File: config.mk
export PLATFORM = sky130hd
export DESIGN_NAME = icache_miss_queue_flat
export DESIGN_NICKNAME = d
export VERILOG_FILES = /design/src/rtl/icache_miss_queue_pkg.sv /design/src/rtl/icache_miss_queue_if.sv /design/src/rtl/icache_miss_queue_entry.sv /design/src/rtl/icache_miss_queue.sv /design/src/flat_wrapper.sv
export SDC_FILE = /design/constraint.sdc
export NUM_CORES = 1
export LEC_CHECK = 0
export BUFFER_PORTS_ARGS = -buffer_cell sky130_fd_sc_hd__buf_2
export CAP_MARGIN = 20
export CORE_MARGIN = 2
export CORE_UTILIZATION = 65
export CTS_CLUSTER_SIZE = 40
export DETAILED_ROUTE_END_ITERATION = 7
export HOLD_SLACK_MARGIN = 0.15
export PLACE_DENSITY = 0.89
export RECOVER_POWER = 25
export SLEW_MARGIN = 25
export SYNTH_ARGS = -nofsm -noshare
export SYNTH_HDL_FRONTEND = slang
export SYNTH_SLANG_ARGS = --single-unit
export TNS_END_PERCENT = 50
File: constraint.sdc
create_clock -name clk -period 4 [get_ports clk]
set_input_delay 0.8 -clock clk [delete_from_list [all_inputs] [get_ports clk]]
set_output_delay 0.8 -clock clk [all_outputs]
set_load 0.005 [all_outputs]
File: src/rtl/icache_miss_queue_pkg.sv
// Shared constants, entry-state encoding and index helpers for the icache miss queue.
package icache_miss_queue_pkg;

  localparam int unsigned NumWarp    = 4;
  localparam int unsigned NumWarpLog = 2;
  localparam int unsigned AddrWidth  = 32;
  localparam int unsigned LineOffW   = 6;
  localparam int unsigned LineWidth  = AddrWidth - LineOffW;

  typedef enum logic [1:0] {
    MqFree    = 2'd0,
    MqPending = 2'd1,
    MqIssued  = 2'd2
  } mq_state_e;

  function automatic logic [NumWarp-1:0] idx_to_oh(input logic [NumWarpLog-1:0] idx);
    logic [NumWarp-1:0] oh;
    oh      = '0;
    oh[idx] = 1'b1;
    return oh;
  endfunction

endpackage

File: src/rtl/icache_miss_queue_if.sv
// Miss, L2 request/response and wake signals between ifetch, L2 and the miss queue.
interface icache_miss_queue_if;
  import icache_miss_queue_pkg::*;

  logic                    ifd_cache_miss;
  logic [AddrWidth-1:0]    ifd_cache_miss_addr;
  logic [NumWarpLog-1:0]   ifd_cache_miss_warp_idx;
  logic                    mq_to_l2_req_valid;
  logic                    mq_to_l2_req_ready;
  logic [LineWidth-1:0]    mq_to_l2_req_line;
  logic [NumWarpLog-1:0]   mq_to_l2_req_id;
  logic                    l2_to_mq_resp_valid;
  logic [NumWarpLog-1:0]   l2_to_mq_resp_id;
  logic [NumWarp-1:0]      l2i_to_ift_wake_bitmap;
  logic                    mq_err;

  modport slave (
    input  ifd_cache_miss, ifd_cache_miss_addr, ifd_cache_miss_warp_idx,
    input  mq_to_l2_req_ready, l2_to_mq_resp_valid, l2_to_mq_resp_id,
    output mq_to_l2_req_valid, mq_to_l2_req_line, mq_to_l2_req_id,
    output l2i_to_ift_wake_bitmap, mq_err
  );

  modport master (
    output ifd_cache_miss, ifd_cache_miss_addr, ifd_cache_miss_warp_idx,
    output mq_to_l2_req_ready, l2_to_mq_resp_valid, l2_to_mq_resp_id,
    input  mq_to_l2_req_valid, mq_to_l2_req_line, mq_to_l2_req_id,
    input  l2i_to_ift_wake_bitmap, mq_err
  );

endinterface

File: src/rtl/icache_miss_queue_entry.sv
// One miss-queue entry: state, line address, waiter bitmap and line-match compare.
module icache_miss_queue_entry
  import icache_miss_queue_pkg::*;
(
  input  logic                 clk,
  input  logic                 rst_n,
  input  logic                 alloc_i,
  input  logic                 merge_i,
  input  logic                 issue_i,
  input  logic                 free_i,
  input  logic [LineWidth-1:0] line_i,
  input  logic [NumWarp-1:0]   warp_oh_i,
  output mq_state_e            state_o,
  output logic [LineWidth-1:0] line_o,
  output logic [NumWarp-1:0]   waiters_o,
  output logic                 match_o
);

  mq_state_e            state_q, state_d;
  logic [LineWidth-1:0] line_q, line_d;
  logic [NumWarp-1:0]   waiters_q, waiters_d;

  always_ff @(posedge clk) begin
    if (!rst_n) begin
      state_q   <= MqFree;
      line_q    <= '0;
      waiters_q <= '0;
    end else begin
      state_q   <= state_d;
      line_q    <= line_d;
      waiters_q <= waiters_d;
    end
  end

  // Free wins over a same-cycle merge: the merged warp is carried by the wake pulse instead.
  always_comb begin
    state_d   = state_q;
    line_d    = line_q;
    waiters_d = waiters_q;
    if (alloc_i) begin
      state_d   = MqPending;
      line_d    = line_i;
      waiters_d = warp_oh_i;
    end else if (free_i) begin
      state_d   = MqFree;
      waiters_d = '0;
    end else begin
      if (issue_i) state_d = MqIssued;
      if (merge_i) waiters_d = waiters_q | warp_oh_i;
    end
  end

  assign state_o   = state_q;
  assign line_o    = line_q;
  assign waiters_o = waiters_q;
  assign match_o   = (state_q != MqFree) && (line_q == line_i);

endmodule

File: src/rtl/icache_miss_queue.sv
// Instruction-cache miss queue: merges same-line misses, round-robin issues L2 fills,
// and pulses the waiter bitmap of each completed fill back to the tag stage.
module icache_miss_queue
  import icache_miss_queue_pkg::*;
(
  input logic                clk,
  input logic                rst_n,
  icache_miss_queue_if.slave mq_io
);

  mq_state_e            state   [NumWarp];
  logic [LineWidth-1:0] line    [NumWarp];
  logic [NumWarp-1:0]   waiters [NumWarp];
  logic [NumWarp-1:0]   match, pending, issued, free_vec;
  logic [NumWarp-1:0]   alloc, merge, issue, free_en;

  logic [LineWidth-1:0]  miss_line;
  logic [NumWarp-1:0]    miss_oh;
  logic                  unused_addr_bits;

  logic [NumWarpLog-1:0] rr_q, rr_d, rr_idx, rr_cand, gnt_idx;
  logic                  rr_found;
  logic                  hold_q, hold_d;
  logic [NumWarpLog-1:0] hold_idx_q, hold_idx_d;
  logic [NumWarp-1:0]    wake_q, wake_d;
  logic                  err_q, err_d, err_set;
  logic                  dup, free_found, req_valid, handshake;
  logic [NumWarpLog-1:0] free_idx;

  assign miss_line        = mq_io.ifd_cache_miss_addr[AddrWidth-1:LineOffW];
  assign unused_addr_bits = ^mq_io.ifd_cache_miss_addr[LineOffW-1:0];
  assign miss_oh          = idx_to_oh(mq_io.ifd_cache_miss_warp_idx);

  for (genvar g = 0; g < NumWarp; g++) begin : g_entry
    icache_miss_queue_entry u_entry (
      .clk       (clk),
      .rst_n     (rst_n),
      .alloc_i   (alloc[g]),
      .merge_i   (merge[g]),
      .issue_i   (issue[g]),
      .free_i    (free_en[g]),
      .line_i    (miss_line),
      .warp_oh_i (miss_oh),
      .state_o   (state[g]),
      .line_o    (line[g]),
      .waiters_o (waiters[g]),
      .match_o   (match[g])
    );
    assign pending[g]  = (state[g] == MqPending);
    assign issued[g]   = (state[g] == MqIssued);
    assign free_vec[g] = (state[g] == MqFree);
  end

  // Round-robin pick starting at rr_q; a stalled grant is pinned via hold_q.
  always_comb begin
    rr_idx   = rr_q;
    rr_cand  = rr_q;
    rr_found = 1'b0;
    for (int k = 0; k < NumWarp; k++) begin
      rr_cand = rr_q + NumWarpLog'(k);
      if (!rr_found && pending[rr_cand]) begin
        rr_found = 1'b1;
        rr_idx   = rr_cand;
      end
    end
  end

  always_comb begin
    dup        = 1'b0;
    free_found = 1'b0;
    free_idx   = '0;
    for (int k = NumWarp - 1; k >= 0; k--) begin
      if (free_vec[k]) begin
        free_found = 1'b1;
        free_idx   = NumWarpLog'(k);
      end
      if (|(waiters[k] & miss_oh)) dup = 1'b1;
    end
  end

  assign req_valid = |pending;
  assign gnt_idx   = hold_q ? hold_idx_q : rr_idx;
  assign handshake = req_valid && mq_io.mq_to_l2_req_ready;

  always_comb begin
    alloc      = '0;
    merge      = '0;
    issue      = '0;
    free_en    = '0;
    err_set    = 1'b0;
    wake_d     = '0;
    rr_d       = rr_q;
    hold_d     = req_valid && !mq_io.mq_to_l2_req_ready;
    hold_idx_d = gnt_idx;

    if (mq_io.ifd_cache_miss) begin
      if (dup)             err_set = 1'b1;
      else if (|match)     merge = match;
      else if (free_found) alloc[free_idx] = 1'b1;
      else                 err_set = 1'b1;
    end

    if (mq_io.l2_to_mq_resp_valid) begin
      if (issued[mq_io.l2_to_mq_resp_id]) begin
        free_en[mq_io.l2_to_mq_resp_id] = 1'b1;
        wake_d = waiters[mq_io.l2_to_mq_resp_id] |
                 (merge[mq_io.l2_to_mq_resp_id] ? miss_oh : '0);
      end else begin
        err_set = 1'b1;
      end
    end

    if (handshake) begin
      issue[gnt_idx] = 1'b1;
      rr_d           = gnt_idx + 1'b1;
    end

    err_d = err_q | err_set;
  end

  always_ff @(posedge clk) begin
    if (!rst_n) begin
      rr_q       <= '0;
      hold_q     <= 1'b0;
      hold_idx_q <= '0;
      wake_q     <= '0;
      err_q      <= 1'b0;
    end else begin
      rr_q       <= rr_d;
      hold_q     <= hold_d;
      hold_idx_q <= hold_idx_d;
      wake_q     <= wake_d;
      err_q      <= err_d;
    end
  end

  assign mq_io.mq_to_l2_req_valid     = req_valid;
  assign mq_io.mq_to_l2_req_line      = line[gnt_idx];
  assign mq_io.mq_to_l2_req_id        = gnt_idx;
  assign mq_io.l2i_to_ift_wake_bitmap = wake_q;
  assign mq_io.mq_err                 = err_q;

endmodule

File: src/flat_wrapper.sv
// flat-port wrapper written by rule: the top's interface ports become plain ports
module icache_miss_queue_flat import icache_miss_queue_pkg::*;
  (clk, rst_n, mq_io_ifd_cache_miss, mq_io_ifd_cache_miss_addr, mq_io_ifd_cache_miss_warp_idx, mq_io_mq_to_l2_req_ready, mq_io_l2_to_mq_resp_valid, mq_io_l2_to_mq_resp_id, mq_io_mq_to_l2_req_valid, mq_io_mq_to_l2_req_line, mq_io_mq_to_l2_req_id, mq_io_l2i_to_ift_wake_bitmap, mq_io_mq_err);
  icache_miss_queue_if mq_io_i ();
  input logic clk;
  input logic rst_n;
  input wire logic [$bits(mq_io_i.ifd_cache_miss)-1:0] mq_io_ifd_cache_miss;
  input wire logic [$bits(mq_io_i.ifd_cache_miss_addr)-1:0] mq_io_ifd_cache_miss_addr;
  input wire logic [$bits(mq_io_i.ifd_cache_miss_warp_idx)-1:0] mq_io_ifd_cache_miss_warp_idx;
  input wire logic [$bits(mq_io_i.mq_to_l2_req_ready)-1:0] mq_io_mq_to_l2_req_ready;
  input wire logic [$bits(mq_io_i.l2_to_mq_resp_valid)-1:0] mq_io_l2_to_mq_resp_valid;
  input wire logic [$bits(mq_io_i.l2_to_mq_resp_id)-1:0] mq_io_l2_to_mq_resp_id;
  output wire logic [$bits(mq_io_i.mq_to_l2_req_valid)-1:0] mq_io_mq_to_l2_req_valid;
  output wire logic [$bits(mq_io_i.mq_to_l2_req_line)-1:0] mq_io_mq_to_l2_req_line;
  output wire logic [$bits(mq_io_i.mq_to_l2_req_id)-1:0] mq_io_mq_to_l2_req_id;
  output wire logic [$bits(mq_io_i.l2i_to_ift_wake_bitmap)-1:0] mq_io_l2i_to_ift_wake_bitmap;
  output wire logic [$bits(mq_io_i.mq_err)-1:0] mq_io_mq_err;
  assign mq_io_i.ifd_cache_miss = mq_io_ifd_cache_miss;
  assign mq_io_i.ifd_cache_miss_addr = mq_io_ifd_cache_miss_addr;
  assign mq_io_i.ifd_cache_miss_warp_idx = mq_io_ifd_cache_miss_warp_idx;
  assign mq_io_i.mq_to_l2_req_ready = mq_io_mq_to_l2_req_ready;
  assign mq_io_i.l2_to_mq_resp_valid = mq_io_l2_to_mq_resp_valid;
  assign mq_io_i.l2_to_mq_resp_id = mq_io_l2_to_mq_resp_id;
  assign mq_io_mq_to_l2_req_valid = mq_io_i.mq_to_l2_req_valid;
  assign mq_io_mq_to_l2_req_line = mq_io_i.mq_to_l2_req_line;
  assign mq_io_mq_to_l2_req_id = mq_io_i.mq_to_l2_req_id;
  assign mq_io_l2i_to_ift_wake_bitmap = mq_io_i.l2i_to_ift_wake_bitmap;
  assign mq_io_mq_err = mq_io_i.mq_err;
  icache_miss_queue u_core (.clk(clk), .rst_n(rst_n), .mq_io(mq_io_i));
endmodule
# Word level (Yosys, flattened, before mapping)
# Cells that the tools add are included.
# op_classes
add_sub_neg	4
order_cmp	14
eq_ne	12
muxes	86
bitwise_logic	13
reduce_logical	44
# op_table
operator	n
26-bit == test	4
4-bit two-way mux	25
26-bit binary-select mux with 2-bit select	1
26-bit two-way mux	2
1-bit two-way mux	39
2-bit by 3-bit < comparator with 1-bit output, second input constant	8
3-bit nonzero test	8
4-bit OR reduction	6
4-bit OR	5
4-bit AND	4
2-bit two-way mux	8
1-bit logical AND	13
1-bit binary-select mux with 2-bit select	6
3-bit OR reduction	4
4-bit binary-select mux with 2-bit select	1
1-bit demux with 2-bit select	4
2-bit by 1-bit == test with 1-bit output, second input constant	4
2-bit == test, second input constant	4
2-bit by 1-bit greater-or-equal comparator with 1-bit output, second input constant	4
2-bit zero test	4
2-bit nonzero test	4
3-bit greater-or-equal comparator, second input constant	2
2-bit NOT with 3-bit output	2
2-bit by 1-bit adder with 2-bit output, second input constant	2
5 further kinds	9
# totals
reg_bits	138
inputBits	41
out_inout_bits	34
word_cells	194

# Depth between registers and ports, before layout
# Gate-level depths: netlist of the first run.
# logic_depth
depth_word	22
depth_mapped	11
depth_no_buf	9

# Modules after synthesis
# From an unflattened synthesis of the first run, not the netlist that was laid out.
# unflattened
hier_cells	800
area_unflattened_um2	7947.6
# modules_own_cells
mod	n_inst	cells_each	area_each_um2
icache_miss_queue_entry	4	148	1507.7
icache_miss_queue	1	208	1916.8

# Worst setup path after synthesis of the first run
# Ideal clock, no wire load.
# synth_timing
kind	input to register
from	in mq_io_ifd_cache_miss_addr[22]
to	reg u_core.g_entry[0].u_entry.state_q[0]
arrival_ns	2.830
required_ns	3.885
slack_ns	1.055
cell_stages	10
cell_sequence	clkbuf_1 > xnor2_1 > nor4bb_1 > nand4_1 > or4b_1 > o2111a_2 > and3_1 > buf_2 > buf_4 > o21a_1
# synth_between
elab_chain_len	7
# synth_lines
element	line_no	rtl
start: declaration	flat_wrapper.sv:8	input wire logic [$bits(mq_io_i.ifd_cache_miss_addr)-1:0] mq_io_ifd_cache_miss_addr;
26-bit == test	icache_miss_queue_entry.sv:56	assign match_o = (state_q != MqFree) && (line_q == line_i);
1-bit logical AND	icache_miss_queue_entry.sv:56	
4-bit OR reduction *	icache_miss_queue.sv:98	else if (|match) merge = match;
4-bit two-way mux *	icache_miss_queue.sv:98	
4-bit two-way mux *	icache_miss_queue.sv:97	if (dup) err_set = 1'b1;
4-bit two-way mux *	icache_miss_queue.sv:96	if (mq_io.ifd_cache_miss) begin
3-bit nonzero test (no line) or 1-bit two-way mux (tied branches)	n/a	
end signal: assignment	icache_miss_queue_entry.sv:25	state_q <= MqFree;
end signal: assignment	icache_miss_queue_entry.sv:29	state_q <= state_d;
end: declaration	icache_miss_queue_entry.sv:19	mq_state_e state_q, state_d;
# Mark *: on every way between the ends. The rest lies on a longest branch, timed or not.
# A chain may end at the register's enable or synchronous reset.

# Final worst setup path of the first run
# layout_timing
from	reg u_core.g_entry[2].u_entry.state_q[1]
to	out mq_io_mq_to_l2_req_line[16]
# layout_between
elab_chain_len	18
# layout_lines
element	line_no	rtl
start: declaration	icache_miss_queue_entry.sv:19	
start signal: assignment	icache_miss_queue_entry.sv:25	
start signal: assignment	icache_miss_queue_entry.sv:29	
2-bit by 1-bit == test with 1-bit output *	icache_miss_queue.sv:49	assign pending[g] = (state[g] == MqPending);
1-bit binary-select mux with 2-bit select	icache_miss_queue.sv:61	if (!rr_found && pending[rr_cand]) begin
1-bit two-way mux (implied by the code)	icache_miss_queue.sv:61	
1-bit two-way mux	icache_miss_queue.sv:61	
1-bit zero test	icache_miss_queue.sv:61	
1-bit logical AND	icache_miss_queue.sv:61	
1-bit two-way mux	icache_miss_queue.sv:61	
1-bit zero test	icache_miss_queue.sv:61	
1-bit logical AND	icache_miss_queue.sv:61	
1-bit two-way mux	icache_miss_queue.sv:61	
1-bit zero test	icache_miss_queue.sv:61	
1-bit logical AND	icache_miss_queue.sv:61	
2-bit two-way mux *	icache_miss_queue.sv:61	
2-bit two-way mux *	icache_miss_queue.sv:82	assign gnt_idx = hold_q ? hold_idx_q : rr_idx;
2-bit NOT with 3-bit output (implied by the code) *	icache_miss_queue.sv:138	assign mq_io.mq_to_l2_req_line = line[gnt_idx];
26-bit binary-select mux with 2-bit select *	icache_miss_queue.sv:138	
26-bit two-way mux (implied by the code) * (2 in series)	icache_miss_queue.sv:138	
end: declaration	flat_wrapper.sv:14	output wire logic [$bits(mq_io_i.mq_to_l2_req_line)-1:0] mq_io_mq_to_l2_req_line;
# Mark *: on every way between the ends. The rest lies on a longest branch, timed or not. The select of a mux whose other input is x is not followed.

==> results.txt, run 1 <==
In the layout the commonest cells are sky130_fd_sc_hd__mux2i_1, sky130_fd_sc_hd__nand2_1, sky130_fd_sc_hd__dfxtp_1. The total overflow reported by the global router is 0. The total global routing track utilization is 0.3394. The number of flops mapped to enable cells by yosys is 0. The setup slack of the most critical reg-to-reg path is 1000 ps. The routability-driven placement congestion ratio is 1.004. The kind of launch point of the worst setup path is a flop. The die height is between 100 and 150 µm. The data arrival time of the critical path is a little under 3000 ps. The overall die width is 114.0 µm. The number of warnings reported in the yosys synthesis log came out at 0.

In this run the critical register-to-register path is launched from u_core.g_entry[2].u_entry.line_o[10]$_SDFFE_PN0P_. The row count is 40. For the pin with the worst max-slew slack, the measured transition is about 1200 ps. The worst setup path is captured at an output pin. The diode insertion count for antenna repair is 0. The most used flip-flop cell after synthesis is sky130_fd_sc_hd__dfxtp_1. The clock insertion delay at the later pin of the skew report came out at about 440 ps. The detailed router placed between 6000 and 7000 vias in this run. The share of synthesized registers carrying an async set or reset is 0. The routed wire length is 21600 µm. The worst-case clock skew is between 7 and 8 ps. The largest net degree at the start of global routing came out at 84.

The count of boundary I/O pins came out at 75. The tightest slew margin relative to the limit came out at 0.2139. The count of nets left with antenna violations after detail routing came out at 0.

The library cell used most frequently in the layout, excluding fill and tap cells, is sky130_fd_sc_hd__mux2i_1. The critical path in this run is classified as reg2out. The root buffer cell is sky130_fd_sc_hd__clkbuf_16.

The power density over the cells is approximately 450 nW/µm². In this run the tool buffered the top-level ports with 68 buffer cells. The floorplan step defined a die boundary enclosing ~13000 µm².

The first detailed-routing pass ran for 8 iterations. The count of cells along the worst hold path is 2. After clock tree synthesis, the repair step resized 0 gates. The post-synthesis to final-layout area growth came out at 13.33%. Tracing the worst setup path back leads to its startpoint at u_core.g_entry[2].u_entry.state_o[1]$_SDFFE_PP0P_. Hold is met by 477.7 ps.

In this run, distinct cell masters in the synthesized netlist total 58. The peak supply drop came out at 0.3462 mV. The post-synthesis register bit count is about 140. Setup repair after global routing left no endpoint under its margin. The average wire per cell in the routed design is 20.71 µm.

The count of filler cells inserted in the layout is 822. Along the worst path, the maximum fanout reaches 15. The summed instance area of the synthesized netlist came out at about 7900 µm². In this run the worst hold path is classified as reg2reg. The tree built by TritonCTS fans out to between 100 and 150 sinks. After clock tree synthesis, the clock-pin slew on the worst setup and hold paths is 60 ps. The post-route fraction of the period consumed by the critical path is 0.9263. The initial cell density of the core came out at 0.6602.

Synthesis produced a netlist whose cell count is 862. In the final timing run, aggregate negative setup slack is 0 ps. The vias per cell came out at 6.404. The remaining routing DRC violations came out at 0. The clock passes through at most 2 buffers. The number of antenna violations at the first check in global routing came to 0. The run finished with clean final reports. Counting the buffers created by CTS gives 17.

The area of combinational cells with multiple inputs came out at 4753 µm². In the final layout, the share of cells above drive strength 1 is 0.1317. The sequential element share of the synthesized area came out at 0.3513.

In this run the worst setup path terminates at mq_io_mq_to_l2_req_line[16]. Across the run, the number of max-cap violations was 0. The finished layout holds around 1000 standard cells, fillers aside. The number of buffers added to fix hold violations after cts is 0. The number of placed instances, taps included is 1009. The wire length of the first global-routing pass is between 30000 and 40000 µm. TritonCTS built the clock tree.

The synthesized area per cell is roughly 9 µm². The via count of the first global-routing pass was 6522. In this run the critical register-to-register path is captured at u_core.g_entry[1].u_entry.line_o[6]$_SDFFE_PN0P_. The max-slew violation count came to 0. The total nets after synthesis came out at 907. The number of levels the H-tree was split into is 4. Setup violations remaining at the end of the flow were counted as 0. The number of cells on the worst reg-to-reg path is 7. Across the whole layout, storage elements account for 2763 µm². In this run, the number of DRC markers left after iteration 0 of detailed routing was 852. The data required time of the critical path came out at 3200 ps. The buffer count from post-CTS setup fixing is 0. The count of endpoints failing hold in the final timing report is 0.

The final critical-path required period is 3705 ps. The half-perimeter wire length after placement is roughly 14000 µm. The post-layout net count came out at just over 900. The static leakage came out at 0.003827 µW. The top achievable clock speed is 269.9 MHz. The design draws 3988 µW. The core footprint came out at 11910 µm².
## through the flow
step | instance area [µm²] | utilization | setup WS (ps)
floorplan | 7864 | - | 1055
global placement | 8153 | 0.6845 | 566.3
detailed placement | 8153 | 0.6845 | 515.4
CTS | 8870 | 0.7446 | 45.95
global route | 8912 | 0.7482 | 195.4
finish | 8912 | 0.7482 | 294.6
## flip-flops by register name, indices dropped and copies added, names as in the netlist
signal / cells
u_core.mq_io.mq_err: 1
u_core.mq_io.l2i_to_ift_wake_bitmap: 4
u_core.g_entry.u_entry.line_o: 104
u_core.g_entry.u_entry.state_o: 8
u_core.hold_q: 1
u_core.hold_idx_q: 2
u_core.g_entry.u_entry.waiters_o: 16
u_core.rr_q: 2
## power by group
group / leakage, µW / switching [µW] / internal (µW)
Sequential: 0.00112 / 50.0 / 1430
Clock: 0.000350 / 617 / 1300
Combinational: 0.00236 / 360 / 238
Total: 0.00383 / 1030 / 2960
## cell usage after synthesis (2+ instances only)
cell	n	share of area
sky130_fd_sc_hd__nor3_1	7	0.0045
sky130_fd_sc_hd__buf_4	5	0.0048
sky130_fd_sc_hd__a21boi_0	4	0.0038
sky130_fd_sc_hd__ha_1	4	0.0064
sky130_fd_sc_hd__nand2_1	155	0.074
sky130_fd_sc_hd__a31oi_1	3	0.0024
sky130_fd_sc_hd__buf_2	16	0.010
sky130_fd_sc_hd__nor4_1	39	0.031
sky130_fd_sc_hd__a21oi_1	8	0.0051
sky130_fd_sc_hd__nand4_1	21	0.017
sky130_fd_sc_hd__inv_1	8	0.0038
sky130_fd_sc_hd__and2_1	7	0.0056
sky130_fd_sc_hd__nor3b_1	2	0.0019
sky130_fd_sc_hd__and3_1	3	0.0024
sky130_fd_sc_hd__o21a_1	4	0.0038
sky130_fd_sc_hd__nor4b_1	3	0.0033
sky130_fd_sc_hd__nor2_1	11	0.0053
sky130_fd_sc_hd__a22oi_1	2	0.0019
sky130_fd_sc_hd__nand3_1	13	0.0083
sky130_fd_sc_hd__xor2_1	67	0.075
sky130_fd_sc_hd__o2bb2ai_1	4	0.0045
sky130_fd_sc_hd__and3b_1	2	0.0022
sky130_fd_sc_hd__mux4_2	5	0.014
sky130_fd_sc_hd__dfxtp_1	138	0.35
sky130_fd_sc_hd__o32ai_1	4	0.0045
sky130_fd_sc_hd__o21ai_0	5	0.0032
sky130_fd_sc_hd__o31ai_1	2	0.0019
sky130_fd_sc_hd__o22ai_1	9	0.0072
sky130_fd_sc_hd__nor2b_1	5	0.0040
sky130_fd_sc_hd__nand2b_1	7	0.0056
sky130_fd_sc_hd__buf_1	9	0.0043
sky130_fd_sc_hd__mux2i_1	183	0.23
sky130_fd_sc_hd__nand3b_1	4	0.0038
sky130_fd_sc_hd__clkbuf_1	41	0.020
sky130_fd_sc_hd__buf_6	2	0.0029
sky130_fd_sc_hd__xnor2_1	36	0.040
sky130_fd_sc_hd__nand4b_1	3	0.0033
## worst min path at each step
stage                                                                   start                                                   to  slack, ps
after CTS                 u_core.g_entry[0].u_entry.waiters_o[1]$_SDFFE_PN0P_  u_core.g_entry[0].u_entry.waiters_o[1]$_SDFFE_PN0P_        480
after global routing        u_core.g_entry[3].u_entry.line_o[23]$_SDFFE_PN0P_    u_core.g_entry[3].u_entry.line_o[23]$_SDFFE_PN0P_        500
after floorplan           u_core.g_entry[0].u_entry.waiters_o[0]$_SDFFE_PN0P_  u_core.g_entry[0].u_entry.waiters_o[0]$_SDFFE_PN0P_        440
after global placement    u_core.g_entry[0].u_entry.waiters_o[0]$_SDFFE_PN0P_  u_core.g_entry[0].u_entry.waiters_o[0]$_SDFFE_PN0P_        460
final                     u_core.g_entry[0].u_entry.waiters_o[0]$_SDFFE_PN0P_  u_core.g_entry[0].u_entry.waiters_o[0]$_SDFFE_PN0P_        480
after detailed placement  u_core.g_entry[0].u_entry.waiters_o[1]$_SDFFE_PN0P_  u_core.g_entry[0].u_entry.waiters_o[1]$_SDFFE_PN0P_        470
## worst max-delay path, stage by stage (launching register included)
cell and delay [ps]:
sky130_fd_sc_hd__dfxtp_1 340, sky130_fd_sc_hd__nand2b_1 250, sky130_fd_sc_hd__a21o_1 210, sky130_fd_sc_hd__o21ai_0 70, sky130_fd_sc_hd__a222oi_1 110, sky130_fd_sc_hd__mux2_1 400
sky130_fd_sc_hd__inv_2 410, sky130_fd_sc_hd__buf_12 240, sky130_fd_sc_hd__mux2i_1 280, sky130_fd_sc_hd__buf_2 160
## cell type report
| type | instances | share of cell area |
|---|---|---|
| clock buffers | 21 | 0.05391 |
| clock inverters | 11 | 0.02653 |
| inverters | 9 | 0.003791 |
| multi-input cells | 642 | 0.5333 |
| flip-flops and latches | 138 | 0.3100 |
| well taps | 147 | 0.02064 |
| repair buffers | 75 | 0.05180 |
## routing by layer
layer / vias up / global-route usage / share of wire
li1: 3064 / - / -
met1: 3215 / 0.4131 / 0.41
met2: 322 / 0.5607 / 0.48
met3: 78 / 0.08661 / 0.074
met4: 0 / 0.1642 / 0.040
met5: - / 0 / 0
## kinds of logic (layout without fill, tap and decap cells)
group / after synthesis / after routing / synth area share
AOI/OAI and AO/OA: 55 / 55 / 0.04980
xor gates and xnor gates: 104 / 104 / 0.1168
adders and majority gates: 4 / 4 / 0.006365
buffers and inverters: 82 / 116 / 0.04598
DFF: 138 / 138 / 0.3513
muxes: 189 / 189 / 0.2487
and+or+nand+nor: 290 / 290 / 0.1811
(Power assumes the default switching activity.)
==> inputs of run 2 (changes only) <==
CORE_UTILIZATION = 60   (was 65)
PLACE_DENSITY = 0.84   (was 0.89)
clock period = 3.49 ns   (was 4 ns; I/O delays follow)
==> run 2 against run 1 <==
  * Flip-flop and latch count stayed put
  * Clock skew hardly changed
  * Setup slack worse by 150 ps
  * Non-clock buffer count is 5 higher
  * Sequential share of layout area is 0.33 points higher
  * Count of clock-buffer cells in the layout is 4 higher
  * Global-route usage is 4.0 points lower
  * First-iteration DRC count is 25% lower
  * Sequential power is 14% higher
  * Final cell count is 2.8% higher
  * Critical path type unchanged
  * Critical endpoint is now mq_io_mq_to_l2_req_line[0]
  * Largest cell class unchanged
==> results.txt, run 2 (same netlist as run 1, synthesis figures left out) <==
In this run the worst hold path is classified as reg2reg. The endpoint identified for the worst register-to-register timing path is u_core.mq_io.l2i_to_ift_wake_bitmap[0]$_SDFF_PN0_. The top achievable clock speed came out at 299.2 MHz. The transition time of the tightest slew-check pin came out at 797.5 ps. The post-synthesis to final-layout area growth came out at 12.16%. Tracing the worst setup path back leads to its startpoint at u_core.g_entry[2].u_entry.state_o[1]$_SDFFE_PP0P_. Along the worst hold path, the cell count comes to 2.

The flow ran to the end, and the final reports show no timing, DRC or antenna violations. The average wire per cell in the routed design came out at 19.32 µm. The tightest slew margin relative to the limit is 0.4634. The total global routing track utilization is 0.2990. VDD sags by at most 0.3344 mV. The half-perimeter wire length after placement came out at 14110 µm.

The TritonCTS buffer count came out at 17. The die height is about 120 µm. The deepest clock path buffer count came out at 2.

The root buffer cell is sky130_fd_sc_hd__clkbuf_16. The launch point of the worst reg-to-reg path is u_core.g_entry[1].u_entry.line_o[8]$_SDFFE_PN0P_. After the first detailed-routing iteration, the DRC count stood at 643. The max-slew violation count is 0. The number of antenna violations at the first check in global routing came out at 0. 0 antenna diodes ended up in the layout.

The static leakage came out at 0.003775 µW. The number of cells on the worst reg-to-reg path is 7. Across all layers, the routed design uses 6589 vias. The routed wire length came out at ~21000 µm. The power density over the cells is approximately 480 nW/µm².

Of the available clock period, the critical path in the final layout requires 0.9576. The worst setup path is launched from a flop. The count of endpoints failing hold in the final timing report came out at 0. The wire length of the first global-routing pass is 32660 µm. The initial utilization of the core area, before any placement, comes to 0.6181.

The number of setup violations in the final report came out at 0. The critical path is of the reg2out type. The setup slack of the most critical reg-to-reg path came out at 580 ps. During I/O placement, the number of pins put on the boundary was 75. The final cell utilization of the core is 0.6933. The overall die width is 118.5 µm.

The register clock-pin slew on the reported worst setup and hold paths is 50 ps. The post-layout net count is 933. The clock insertion delay at the later pin of the skew report is 430 ps. TritonCTS built the clock tree.

In this run the worst path has a maximum fanout of 28. STA classifies the critical path endpoint as an output pin. The startpoint identified for the worst hold timing path is u_core.g_entry[0].u_entry.waiters_o[0]$_SDFFE_PN0P_. The final worst hold slack came out at roughly 470 ps. The max capacitance violation total came out at 0. The data arrival time of the critical path came out at ~2600 ps.

In the final layout, the share of cells above drive strength 1 is 0.1322. The worst-case clock skew came out at approximately 8 ps. The number of levels the H-tree was split into is 4. The remaining routing DRC violations is 0.

The total overflow left after global routing is 0. In the post-route analysis, the smallest setup slack over all paths is around 150 ps. After floorplanning, the core was sized to cover approximately 13000 µm². The count of nets left with antenna violations after detail routing is 0.

The worst slack at placement is 342.6 ps. The hold path endpoint is u_core.g_entry[0].u_entry.waiters_o[0]$_SDFFE_PN0P_. The most common cell after layout, fill and taps aside is sky130_fd_sc_hd__mux2i_1. Entering global routing, the biggest net connects 90 pins. The via count of the first global-routing pass came out at 6299.

The tree built by TritonCTS fans out to 138 sinks. The vias per cell came out at roughly 6.1. In the layout the commonest cells are sky130_fd_sc_hd__mux2i_1, sky130_fd_sc_hd__nand2_1, sky130_fd_sc_hd__dfxtp_1. The final-layout setup total negative slack is 0 ps.

The final critical-path required period came out at 3342 ps. The row count is 41. The number of flip-flops in the largest register came out at 104. The routability-driven placement congestion ratio is around 1.0. The die footprint came out at 14040 µm². The number of detailed-route iterations in the first pass is 5. Input and output buffers added on the ports amount to 68.

Setup repair after global routing left no endpoint under its margin. The data required time of the critical path came out at about 2800 ps.
[run 2: cell types whose count changed in the layout (fill, tap and decap cells not counted), moves of 2 or more]
| cell | delta |
|---|---|
| sky130_fd_sc_hd__clkbuf_2 | +4 |
| sky130_fd_sc_hd__buf_4 | +2 |
| sky130_fd_sc_hd__bufinv_16 | -5 |
| sky130_fd_sc_hd__clkbuf_1 | +3 |
| sky130_fd_sc_hd__clkbuf_8 | +2 |
[run 2: worst max path at each step]
stage,slack [ps],endpoint,depth (start not counted)
floorplan,650,u_core.g_entry[0].u_entry.state_o[0]$_SDFFE_PN0P_,10
global placement,340,u_core.g_entry[0].u_entry.line_o[12]$_SDFFE_PN0P_,9
detailed placement,340,u_core.g_entry[2].u_entry.waiters_o[0]$_SDFFE_PN0P_,8
CTS,130,mq_io_mq_to_l2_req_line[1],9
global route,20,mq_io_mq_to_l2_req_line[0],8
finish,150,mq_io_mq_to_l2_req_line[0],8
[run 2: cell type report]
| type | count | area (µm²) |
|---|---|---|
| clock inverters | 6 | 85.08 |
| multi-input cells | 642 | 4752 |
| inverters | 9 | 36.28 |
| clock buffers | 25 | 515.5 |
| well taps | 172 | 215.2 |
| repair buffers | 80 | 452.9 |
| flip-flops and latches | 138 | 2763 |
| fillers | 987 | 3902 |
[run 2: stage by stage]
stage	total power (µW)	cells	area [µm²]
2_1_floorplan	2181	862	7864
3_3_place_gp	2372	1041	8237
3_5_place_dp	2385	1041	8237
4_1_cts	4206	1072	8840
5_1_grt	4322	1072	8820
6_report	4205	1072	8820
[run 2: where the power goes]
part	leakage (µW)	switching, µW	internal [µW]
clock network	0.000291	680	1160
registers	0.00112	55.3	1630
logic	0.00237	410	267
[run 2: worst max-delay path, stage by stage (launching register included)]
cell                       delay, ps
sky130_fd_sc_hd__dfxtp_1         330
sky130_fd_sc_hd__nand2b_1        240
sky130_fd_sc_hd__a21o_1          210
sky130_fd_sc_hd__o21ai_0          70
sky130_fd_sc_hd__a222oi_1        110
sky130_fd_sc_hd__mux2_2          310
sky130_fd_sc_hd__inv_4           440
sky130_fd_sc_hd__mux2i_1         340
sky130_fd_sc_hd__buf_2           160
[run 2: repair_timing]
| action | in CTS | in global routing |
|---|---|---|
| endpoints found under the setup margin | 21 | 1 |
| buffers inserted | 0 | 0 |
| hold buffers | 0 | 0 |
| resized for setup | 1 | 1 |
| hold endpoints to repair | 0 | 0 |
[run 2: layer usage]
layer,GRT usage,share of wire
met4,0.1719,0.045
met2,0.4783,0.47
met3,0.07046,0.068
met1,0.3682,0.42
met5,0,0
